### src/rtl/decodifica_soma_pkg.sv
// soma_pkg: shared constants and types for the soma offset-code receive path.
//   CODE_W / DATA_W      : code and decoded data widths
//   CODE_*_MIN/MAX       : legal code windows (unsigned)
//   POS_OFF / NEG_OFF    : offsets removed/added when decoding
//   LAST_BIT             : bit-counter value of the final serial bit
//   out_state_t          : output register occupancy
package soma_pkg;

   localparam int CODE_W = 5;
   localparam int DATA_W = 4;

   localparam logic [CODE_W-1:0] CODE_POS_MIN = 5'd3;
   localparam logic [CODE_W-1:0] CODE_POS_MAX = 5'd10;
   localparam logic [CODE_W-1:0] CODE_NEG_MIN = 5'd22;
   localparam logic [CODE_W-1:0] CODE_NEG_MAX = 5'd29;

   localparam logic [CODE_W-1:0] POS_OFF = 5'd3;
   localparam logic [CODE_W-1:0] NEG_OFF = 5'd2;

   localparam logic [2:0] LAST_BIT = 3'd4;

   typedef enum logic {EMPTY = 1'b0, FULL = 1'b1} out_state_t;

endpackage

### src/rtl/decodifica_soma_if.sv
// decodifica_soma_if: serial input and decoded output handshakes.
//   in_valid/in_ready/in_bit          : serial code bits, LSB first
//   out_valid/out_ready/out_data/err  : decoded symbol
//   slave  : decoder side
//   master : producer/consumer side
interface decodifica_soma_if;

   logic                        in_valid;
   logic                        in_ready;
   logic                        in_bit;
   logic                        out_valid;
   logic                        out_ready;
   logic [soma_pkg::DATA_W-1:0] out_data;
   logic                        out_err;

   modport slave (
      input  in_valid, in_bit, out_ready,
      output in_ready, out_valid, out_data, out_err
   );

   modport master (
      output in_valid, in_bit, out_ready,
      input  in_ready, out_valid, out_data, out_err
   );

endinterface

### src/rtl/decodifica_soma_decod_simb.sv
// decod_simb: combinational decoder of one 5-bit soma code.
//   code : 5-bit code, unsigned
//   data : recovered 4-bit signed value (0 on illegal code)
//   err  : code is outside both legal windows
module decod_simb
   import soma_pkg::*;
(
   input  logic [CODE_W-1:0] code,
   output logic [DATA_W-1:0] data,
   output logic              err
);

   logic [CODE_W-1:0] sum;

   always_comb begin
      err  = 1'b1;
      data = '0;
      sum  = '0;
      if (code >= CODE_POS_MIN && code <= CODE_POS_MAX) begin
         err  = 1'b0;
         sum  = code - POS_OFF;
         data = sum[DATA_W-1:0];
      end else if (code >= CODE_NEG_MIN && code <= CODE_NEG_MAX) begin
         // c+2 wraps mod 32; the low nibble is the negative value
         err  = 1'b0;
         sum  = code + NEG_OFF;
         data = sum[DATA_W-1:0];
      end
   end

endmodule

### src/rtl/decodifica_soma.sv
// decodifica_soma: bit-serial soma code decoder with error counter.
//   clk, rst_n : clock, asynchronous active-low reset
//   bus        : serial input / decoded output handshakes (slave)
//   clr_err    : synchronous clear of err_count (wins over increment)
//   err_count  : saturating count of illegal codes
module decodifica_soma
   import soma_pkg::*;
#(
   parameter int CNT_W = 8
) (
   input  logic               clk,
   input  logic               rst_n,
   decodifica_soma_if.slave   bus,
   input  logic               clr_err,
   output logic [CNT_W-1:0]   err_count
);

   logic [2:0]        cnt;
   logic [CODE_W-1:0] sh;
   out_state_t        st;
   logic [DATA_W-1:0] data_q;
   logic              err_q;

   logic              xfer;
   logic              done;
   logic [CODE_W-1:0] code;
   logic [DATA_W-1:0] dec_data;
   logic              dec_err;

   // Only the final bit can stall, and only while the held symbol is unread
   assign bus.in_ready = !(cnt == LAST_BIT && st == FULL && !bus.out_ready);
   assign xfer         = bus.in_valid && bus.in_ready;
   assign done         = xfer && (cnt == LAST_BIT);
   // Decode uses the live bit as bit 4 so the symbol lands on the same edge
   assign code         = {bus.in_bit, sh[3:0]};

   decod_simb u_decod (
      .code (code),
      .data (dec_data),
      .err  (dec_err)
   );

   always_ff @(posedge clk or negedge rst_n) begin
      if (!rst_n) begin
         cnt <= '0;
         sh  <= '0;
      end else if (xfer) begin
         sh[cnt] <= bus.in_bit;
         cnt     <= done ? 3'd0 : cnt + 3'd1;
      end
   end

   always_ff @(posedge clk or negedge rst_n) begin
      if (!rst_n) begin
         st     <= EMPTY;
         data_q <= '0;
         err_q  <= 1'b0;
      end else begin
         case (st)
            EMPTY: begin
               if (done) begin
                  st     <= FULL;
                  data_q <= dec_data;
                  err_q  <= dec_err;
               end
            end
            FULL: begin
               // done while FULL implies out_ready (in_ready gates it)
               if (done) begin
                  data_q <= dec_data;
                  err_q  <= dec_err;
               end else if (bus.out_ready) begin
                  st <= EMPTY;
               end
            end
            default: st <= EMPTY;
         endcase
      end
   end

   assign bus.out_valid = (st == FULL);
   assign bus.out_data  = data_q;
   assign bus.out_err   = err_q;

   always_ff @(posedge clk or negedge rst_n) begin
      if (!rst_n) begin
         err_count <= '0;
      end else if (clr_err) begin
         err_count <= '0;
      end else if (done && dec_err && err_count != '1) begin
         err_count <= err_count + CNT_W'(1);
      end
   end

endmodule

### src/flat_wrapper.sv
// flat-port wrapper written by rule: the top's interface ports become plain ports
module decodifica_soma_flat import soma_pkg::*;
#(
   parameter int CNT_W = 8
)
  (clk, rst_n, clr_err, err_count, bus_in_valid, bus_in_bit, bus_out_ready, bus_in_ready, bus_out_valid, bus_out_data, bus_out_err);
  decodifica_soma_if bus_i ();
  input  logic clk;
  input  logic rst_n;
  input  logic clr_err;
  output logic [CNT_W-1:0] err_count;
  input wire logic [$bits(bus_i.in_valid)-1:0] bus_in_valid;
  input wire logic [$bits(bus_i.in_bit)-1:0] bus_in_bit;
  input wire logic [$bits(bus_i.out_ready)-1:0] bus_out_ready;
  output wire logic [$bits(bus_i.in_ready)-1:0] bus_in_ready;
  output wire logic [$bits(bus_i.out_valid)-1:0] bus_out_valid;
  output wire logic [$bits(bus_i.out_data)-1:0] bus_out_data;
  output wire logic [$bits(bus_i.out_err)-1:0] bus_out_err;
  assign bus_i.in_valid = bus_in_valid;
  assign bus_i.in_bit = bus_in_bit;
  assign bus_i.out_ready = bus_out_ready;
  assign bus_in_ready = bus_i.in_ready;
  assign bus_out_valid = bus_i.out_valid;
  assign bus_out_data = bus_i.out_data;
  assign bus_out_err = bus_i.out_err;
  decodifica_soma #(.CNT_W(CNT_W)) u_core (.clk(clk), .rst_n(rst_n), .bus(bus_i), .clr_err(clr_err), .err_count(err_count));
endmodule
### config.mk
export PLATFORM = sky130hd
export DESIGN_NAME = decodifica_soma_flat
export DESIGN_NICKNAME = d
export VERILOG_FILES = /design/src/rtl/decodifica_soma_pkg.sv /design/src/rtl/decodifica_soma_if.sv /design/src/rtl/decodifica_soma_decod_simb.sv /design/src/rtl/decodifica_soma.sv /design/src/flat_wrapper.sv
export SDC_FILE = /design/constraint.sdc
export NUM_CORES = 1
export LEC_CHECK = 0
export CAP_MARGIN = 10
export CORE_MARGIN = 2
export CORE_UTILIZATION = 30
export CTS_CLUSTER_SIZE = 40
export DETAILED_ROUTE_END_ITERATION = 8
export DONT_BUFFER_PORTS = 1
export PLACE_DENSITY_LB_ADDON = 0.25
export SLEW_MARGIN = 5
export SYNTH_ARGS = -nofsm -noshare
export SYNTH_HDL_FRONTEND = slang
export SYNTH_SLANG_ARGS = --single-unit
export TNS_END_PERCENT = 10
### constraint.sdc
create_clock -name clk -period 2.8 [get_ports clk]
set_input_delay 0.42 -clock clk [delete_from_list [all_inputs] [get_ports clk]]
set_output_delay 0.42 -clock clk [all_outputs]
set_load 0.05 [all_outputs]
* Word-level counts from Yosys, hierarchy flattened *
Cells that the tools add are included.

word-level totals
  word-level logic and storage cells = 47
  bits of input ports = 6
  register bits = 22

cells by class
  $lt $le $gt $ge = 6
  eq/ne operators = 2
  bitwise operators = 1
  add/sub/neg operators = 4
  reduce and logical (&&, ||, !) cells = 12
  mux-type cells = 16

operators by type and width
  operator               number
  $mux W8                2
  $mux W4                3
  $logic_and A1 B1 Y1    9
  $add A8 B1 Y8 const B  1
  $ne A8 B8 Y1 const B   1
  $mux W1                7
  $bwmux W5              1
  $ge A5 B2 Y1 const B   1
  $ge A5 B5 Y1 const B   1
  $le A5 B4 Y1 const B   1
  $le A5 B5 Y1 const B   1
  $add A4 B2 Y4 const B  1
  $lt A3 B4 Y1 const B   1
  $sub A4 B2 Y4 const B  1
  $add A3 B1 Y3 const B  1
  $demux W1 S3           1
  $eq A3 B3 Y1 const B   1
  $ge A3 B1 Y1 const B   1
  $mux W3                1
  $logic_not A1 Y1       2
  $pmux W1 S2            1
  $reduce_bool A2 Y1     1
  $not A1 Y1             1

* Longest topological paths before layout *
Gate-level depths: netlist (run 1).

  word-level depth = 10
  gate-level depth with buffers = 7

* Modules after synthesis *
From an unflattened synthesis (run 1), not the netlist that was laid out.

unflattened totals
  cell total of the unflattened synthesis = 131
  area total of the unflattened synthesis = 1296.2 sq um

modules (own cells, without submodules)
  module           cells an instance  instances  area each (sq um)
  decodifica_soma  96                 1          1048.5
  decod_simb       35                 1          247.7

* Worst setup path before layout (run 1) *
No wires, ideal clock.

  path type = reg2reg
  from = register u_core.sh[2]
  to = register u_core.err_count[7]
  setup slack = 0.390 ns
  arrival time = 2.332 ns
  data required time = 2.722 ns
  period minus slack after synthesis = 2.410 ns
  stages on the path, launching flop included = 8
  path through = dfrtp_1 inv_1 ha_1 a2111oi_4 a311oi_4 or3_4 or4_1 a21oi_1

on the way
  longest elaborated chain between the ends = 7

ends and longest elaborated chain
  item                                          RTL line                          RTL
  start: declaration                            decodifica_soma.sv:19             logic [CODE_W-1:0] sh;
  start signal: indexed assignment              decodifica_soma.sv:48             sh[cnt] <= bus.in_bit;
  $ge A5 B5 Y1 or $le A5 B5 Y1 (tied branches)  decodifica_soma_decod_simb.sv:23  end else if (code >= CODE_NEG_MIN && code <= CODE_NEG_MAX) begin
  $logic_and A1 B1 Y1                           decodifica_soma_decod_simb.sv:23
  $mux W1                                       decodifica_soma_decod_simb.sv:23
  $mux W1 *                                     decodifica_soma_decod_simb.sv:19  if (code >= CODE_POS_MIN && code <= CODE_POS_MAX) begin
  $logic_and A1 B1 Y1 * (2 in a row)            decodifica_soma.sv:90             end else if (done && dec_err && err_count != '1) begin
  $reduce_bool A2 Y1 (no source line) *         --
  end signal: assignment                        decodifica_soma.sv:91             err_count <= err_count + CNT_W'(1);
  end: declaration                              decodifica_soma.sv:15             output logic [CNT_W-1:0] err_count

Every way passes the cells marked *; elsewhere a longest branch is shown, timed or not.
A chain may end at the register's enable or synchronous reset.

* Worst setup path after layout (run 1) *
  from = register u_core.sh[2]
  to = register u_core.err_count[4]

The elaborated chain is that of the path after synthesis.

==> qor.csv, run 1 <==
metric,value,unit
crit_end,u_core.err_count[4],
tns,0,ps
gp_congestion,0.737,
met3_usage,4.93,%
synth_seq_cells,21,
regToRegStartpoint,u_core.sh[2],
cp-start-kind,flop,
synth_ff_type,dfrtp_1,
whs,207,ps
syn_area,1240,um2
synth_fp_nets,140,
top_usage_layer,met2,
p_sw,618,uW
min_period_over_period,91.1,%
grt_max_degree,22,
r2r_end,u_core.err_count[4],
clock_path_buffers,2,
dp_cells,178,
tightest_slew,968,ps
dieArea,4680,um2
die_y,68.4,um
synth.distinct_cells,38,
yosys_warnings,0,
nFillCells,406,
firstDrtPassIters,4,
endpoint_kind,flop,
final_cells,183,
crit_start,u_core.sh[2],
critical_path_arrival,2740,ps
cts.clk_slew.worst_paths,80,ps
hpwl,2120,um
rows,23,
wl_per_cell,15.0,um
rsz0062_at_grt,no,
antenna_cells,0,
clock_latency,260,ps
grt_overflow,0,
path_max_fanout,8,
ff2ff_setup_slack,250,ps
synth_edf_count,0,
start_util,31.1,%
leakagePower,0.620,nW
ios,21,
clkPwrFrac,15.3,%
worstPathRequired,2990,ps
via_per_inst,5.21,
syn_area_per_cell,10.0,um2
totalWireLength,2750,um
grt_pass1_wl,4770,um
seq_area_frac_synth,42.3,%
setup_viol,0,
ir_drop,0.376,mV
power_density,946,nW/um2
period_minus_slack,2550,ps
drc,0,
pwr-share-seq,48.3,%
worstHoldPathType,primary input to flop,
p_comb_share,36.3,%
cts.sinks,21,
cts-resized-gates,0,
p_int,699,uW
antenna_found_initial,0,
drt_iter0_markers,51,
cts_buffers,3,
timing.fmax,392,MHz
hold_viol,0,
drive_gt1_share,12.0,%
antenna_left,0,
grtUsageTotal,13.9,%
vias,954,
seqCellArea,526,um2
met1_usage,16.8,%
final_cell_mix,"21 x dfrtp_1, 15 x nand2_1, 10 x ha_1, 8 x inv_1, 7 x o21ai_0",
core_area,4000,um2
crit_type,flop to flop,
switching_share,46.9,%
rr_worst_depth,7,
async_flop_share,100,%
mostFrequentLayoutCell,dfrtp_1,
multi_input_area,673,um2
cts_tree,yes,
max_slew_margin,35.2,%
status,"complete, no violations",
grt_pass1_vias,976,
clockRootBuffer,clkbuf_8,
nets,150,
maxCapViolCount,0,
grt_use_met2,22.1,%
portBuffers,0,
power.total,1.32,mW
finClkSkew,1.45,ps
die_x,68.4,um
area_growth,12.0,%
syn_inst,124,
htree_levels,1,
slew_violations,0,
-- layout make-up --
class	count	share of cell area, %
multi-input combinational	93	48.3
timing repair buffer	7	3.95
inverter	8	2.16
sequential	21	37.7
tap	50	4.49
clock inverter	1	0.359
clock buffer	3	2.96
-- worst min path at each step --
stage | from | endpoint | slack, ps | depth (start not counted)
after global routing | clr_err | u_core.err_count[7] | 190 | 1
after detailed placement | rst_n | u_core.err_count[0] | 130 | 0
after CTS | clr_err | u_core.err_count[7] | 200 | 1
final | clr_err | u_core.err_count[7] | 210 | 1
after floorplan | rst_n | u_core.bus.out_data[0] | 120 | 0
after global placement | rst_n | u_core.bus.out_valid | 130 | 0
-- flip-flops by register name, indices dropped and copies added (netlist names) --
register              count
u_core.sh                 4
u_core.bus.out_valid      1
u_core.bus.out_data       4
u_core.err_count          8
u_core.bus.out_err        1
u_core.cnt                3
-- Yosys cell counts, drive strengths merged (2+ instances only) --
cell / count / share of area (%)
xnor2: 5 / 3.5
nor2: 6 / 1.8
nand3: 6 / 2.4
o211ai: 2 / 1.2
nor2b: 2 / 1.0
a31oi: 2 / 1.0
mux2i: 2 / 1.6
nand2: 15 / 4.5
inv: 8 / 2.4
o21ai: 7 / 2.8
buf: 2 / 1.2
or3: 2 / 1.5
dfrtp: 21 / 42
ha: 10 / 10
nor4: 2 / 1.0
o31ai: 3 / 1.8
a21o: 2 / 1.2
a21oi: 6 / 2.4
and3: 3 / 1.5
nand4: 2 / 1.0
a311oi: 2 / 2.8
-- layer usage --
metal  share of wire [%]  vias to the layer above
met2                  47                       22
li1                    -                      471
met5                   0                        -
met1                  46                      455
met4                 2.1                        0
met3                 4.6                        6
-- cells by family (layout without fill, tap and decap cells) --
family	count (synthesis)	in the layout	share of synthesized area, %
simple gates	44	44	18.2
compound gates	30	30	19.1
flops	21	21	42.3
fa+ha+maj	10	10	10.1
buf+inv	10	19	3.62
xor+xnor	6	6	4.23
mux	3	3	2.52
-- power groups by stage --
stage / registers [mW] / logic [mW] / clock network, mW
2_1_floorplan: 0.601 / 0.393 / 0
3_3_place_gp: 0.638 / 0.454 / 0
3_5_place_dp: 0.646 / 0.471 / 0
4_1_cts: 0.639 / 0.482 / 0.208
5_1_grt: 0.658 / 0.549 / 0.225
6_report: 0.637 / 0.478 / 0.202
-- worst max-delay path: stages, from the launching register on --
cell and delay, ps:
dfrtp_1 530, inv_1 140, ha_1 250, a2111oi_4 410, a311oi_4 80, or3_4 440
or3_2 460, a21oi_1 160
-- metrics by stage --
step,instance area (um2),setup WS (ps),utilization [%]
3_5_place_dp,1340,262,33.4
5_1_grt,1390,108,34.8
2_1_floorplan,1240,390,-
4_1_cts,1390,246,34.8
6_report,1390,249,34.8
3_3_place_gp,1340,358,33.4
-- timing repair --
action	in CTS	in global routing
buffers inserted	0	0
hold endpoints to repair	21	0
hold buffers	1	0
Power figures use the tool's default switching activity.
==> run 2: changes to the inputs <==
==> constraint.sdc (replaced) <==
create_clock -name clk -period 2.8 [get_ports clk]
set_input_delay 0.28 -clock clk [delete_from_list [all_inputs] [get_ports clk]]
set_output_delay 0.28 -clock clk [all_outputs]
set_load 0.05 [all_outputs]
==> run 2 against run 1 <==
Clock power barely moved. Design area increased by 0.54%. Count of clock-buffer cells in the layout stayed put. Core utilization increased by 0.19 points. First-iteration DRC count is 16% lower. Critical path depth did not move. Clock skew grew 1.5 ps. Non-clock buffer count rose by 1. Wire length shrank 2.6%. Combinational power shrank 2%. Critical path type unchanged.
==> qor.csv, run 2 (synthesis results as in run 1) <==
metric,value,unit
antenna_left,0,
grt_max_degree,22,
tns,0,ps
antenna_cells,0,
crit_cells,7,
period_minus_slack,2530,ps
nets,151,
critical_path_arrival,2720,ps
vias,945,
path_max_fanout,8,
maxCapViolCount,0,
clock_latency,260,ps
crit_chain,inv_1 > ha_1 > a2111oi_4 > a311oi_4 > or3_4 > or4_1 > a21oi_1,
mostFrequentLayoutCell,dfrtp_1,
cp-start-kind,flop,
grt_pass1_vias,979,
firstDrtPassIters,4,
die_y,68.4,um
drc,0,
place_ws,288,ps
htree_levels,1,
finClkSkew,2.97,ps
max_slew_margin,34.5,%
top_usage_layer,met2,
ff2ff_setup_slack,270,ps
worst_slack,272,ps
core_area,4000,um2
crit_end,u_core.err_count[7],
ir_drop,0.387,mV
cts.sinks,21,
status,"complete, no violations",
cts-resized-gates,0,
ios,21,
crit_start,u_core.sh[2],
cp_top_family,simple AND/OR/NAND/NOR gates,
largest_reg_flops,8,
cts.clk_slew.worst_paths,80,ps
critPathBufInv,1,
grt_pass1_wl,4810,um
area_growth,12.6,%
rows,23,
slew_violations,0,
wl_per_cell,14.5,um
cts_setup_buffers,0,
rr_worst_depth,7,
ctsHoldBuffers,1,
via_per_inst,5.14,
hpwl,2010,um
cts_buffers,3,
regToRegStartpoint,u_core.sh[2],
r2r_end,u_core.err_count[7],
hold_viol,0,
met3_usage,4.61,%
power_density,933,nW/um2
worstHoldPathType,primary input to flop,
final_cell_mix,"21 x dfrtp_1, 15 x nand2_1, 10 x ha_1, 8 x inv_1",
tightest_slew,980,ps
clockRootBuffer,clkbuf_8,
leakagePower,0.626,nW
cts_tree,yes,
die_x,68.4,um
critPathMaxStageDelay,530,ps
endpoint_kind,flop,
timing.fmax,396,MHz
totalWireLength,2680,um
slowest_stage,dfrtp_1,
worstPathRequired,2990,ps
met1_usage,18.0,%
clock_path_buffers,2,
setup_viol,0,
drt_iter0_markers,43,
crit_type,flop to flop,
gp_congestion,0.761,
regMostFlops,u_core.err_count,
dieArea,4680,um2
min_period_over_period,90.3,%
grt_use_met2,21.9,%
antenna_found_initial,0,
start_util,31.1,%
drive_gt1_share,12.7,%
rsz0062_at_grt,no,
portBuffers,0,
grt_overflow,0,
grtUsageTotal,13.9,%
-- run 2: changes by cell type in the layout (fill, tap and decap cells not counted) --
cell	change
buf_4	+1
-- run 2: worst min path at each step --
stage	startpoint	to	slack (ps)	depth (start not counted)
finish	clr_err	u_core.err_count[4]	70	1
global route	clr_err	u_core.err_count[4]	50	1
CTS	clr_err	u_core.err_count[4]	60	1
detailed placement	rst_n	u_core.cnt[2]	-20	0
global placement	rst_n	u_core.err_count[0]	-20	0
floorplan	rst_n	u_core.bus.out_data[0]	-20	0
-- run 2: worst register-to-register path, stage by stage (launching register included) --
cell	delay [ps]
dfrtp_1	530
inv_1	130
ha_1	240
a2111oi_4	410
a311oi_4	80
or3_4	440
or4_1	470
a21oi_1	150
-- run 2: cell type report --
type	count	area, um2
multi-input combinational	93	673
clock buffer	3	41.3
clock inverter	1	5.00
fill	410	2600
inverter	8	30.0
timing repair buffer	8	62.6
sequential	21	526
tap	50	62.6
-- run 2: per-stage QoR --
stage	util [%]	cell area [um2]	power (mW)	hold slack [ps]	std cells
6_report	35.0	1400	1.31	71.1	184
3_3_place_gp	33.6	1340	1.09	-15.0	179
4_1_cts	35.0	1400	1.32	62.3	184
3_5_place_dp	33.6	1340	1.11	-15.1	179
2_1_floorplan	-	1240	0.995	-15.6	124
5_1_grt	35.0	1400	1.43	47.7	184
-- run 2: report_power, final --
part | internal, mW | total (mW) | switching, mW
clock | 0.0992 | 0.200 | 0.101
combinational | 0.215 | 0.470 | 0.255
sequential | 0.384 | 0.636 | 0.252
total | 0.698 | 1.31 | 0.608
-- run 2: routing by layer --
| metal | routed length (um) | up-vias | part of all wire (%) |
|---|---|---|---|
| li1 | - | 467 | - |
| met1 | 1300 | 460 | 49 |
| met2 | 1220 | 16 | 46 |
| met3 | 121 | 2 | 4.5 |
| met4 | 29 | 0 | 1.1 |
| met5 | 0 | - | 0 |
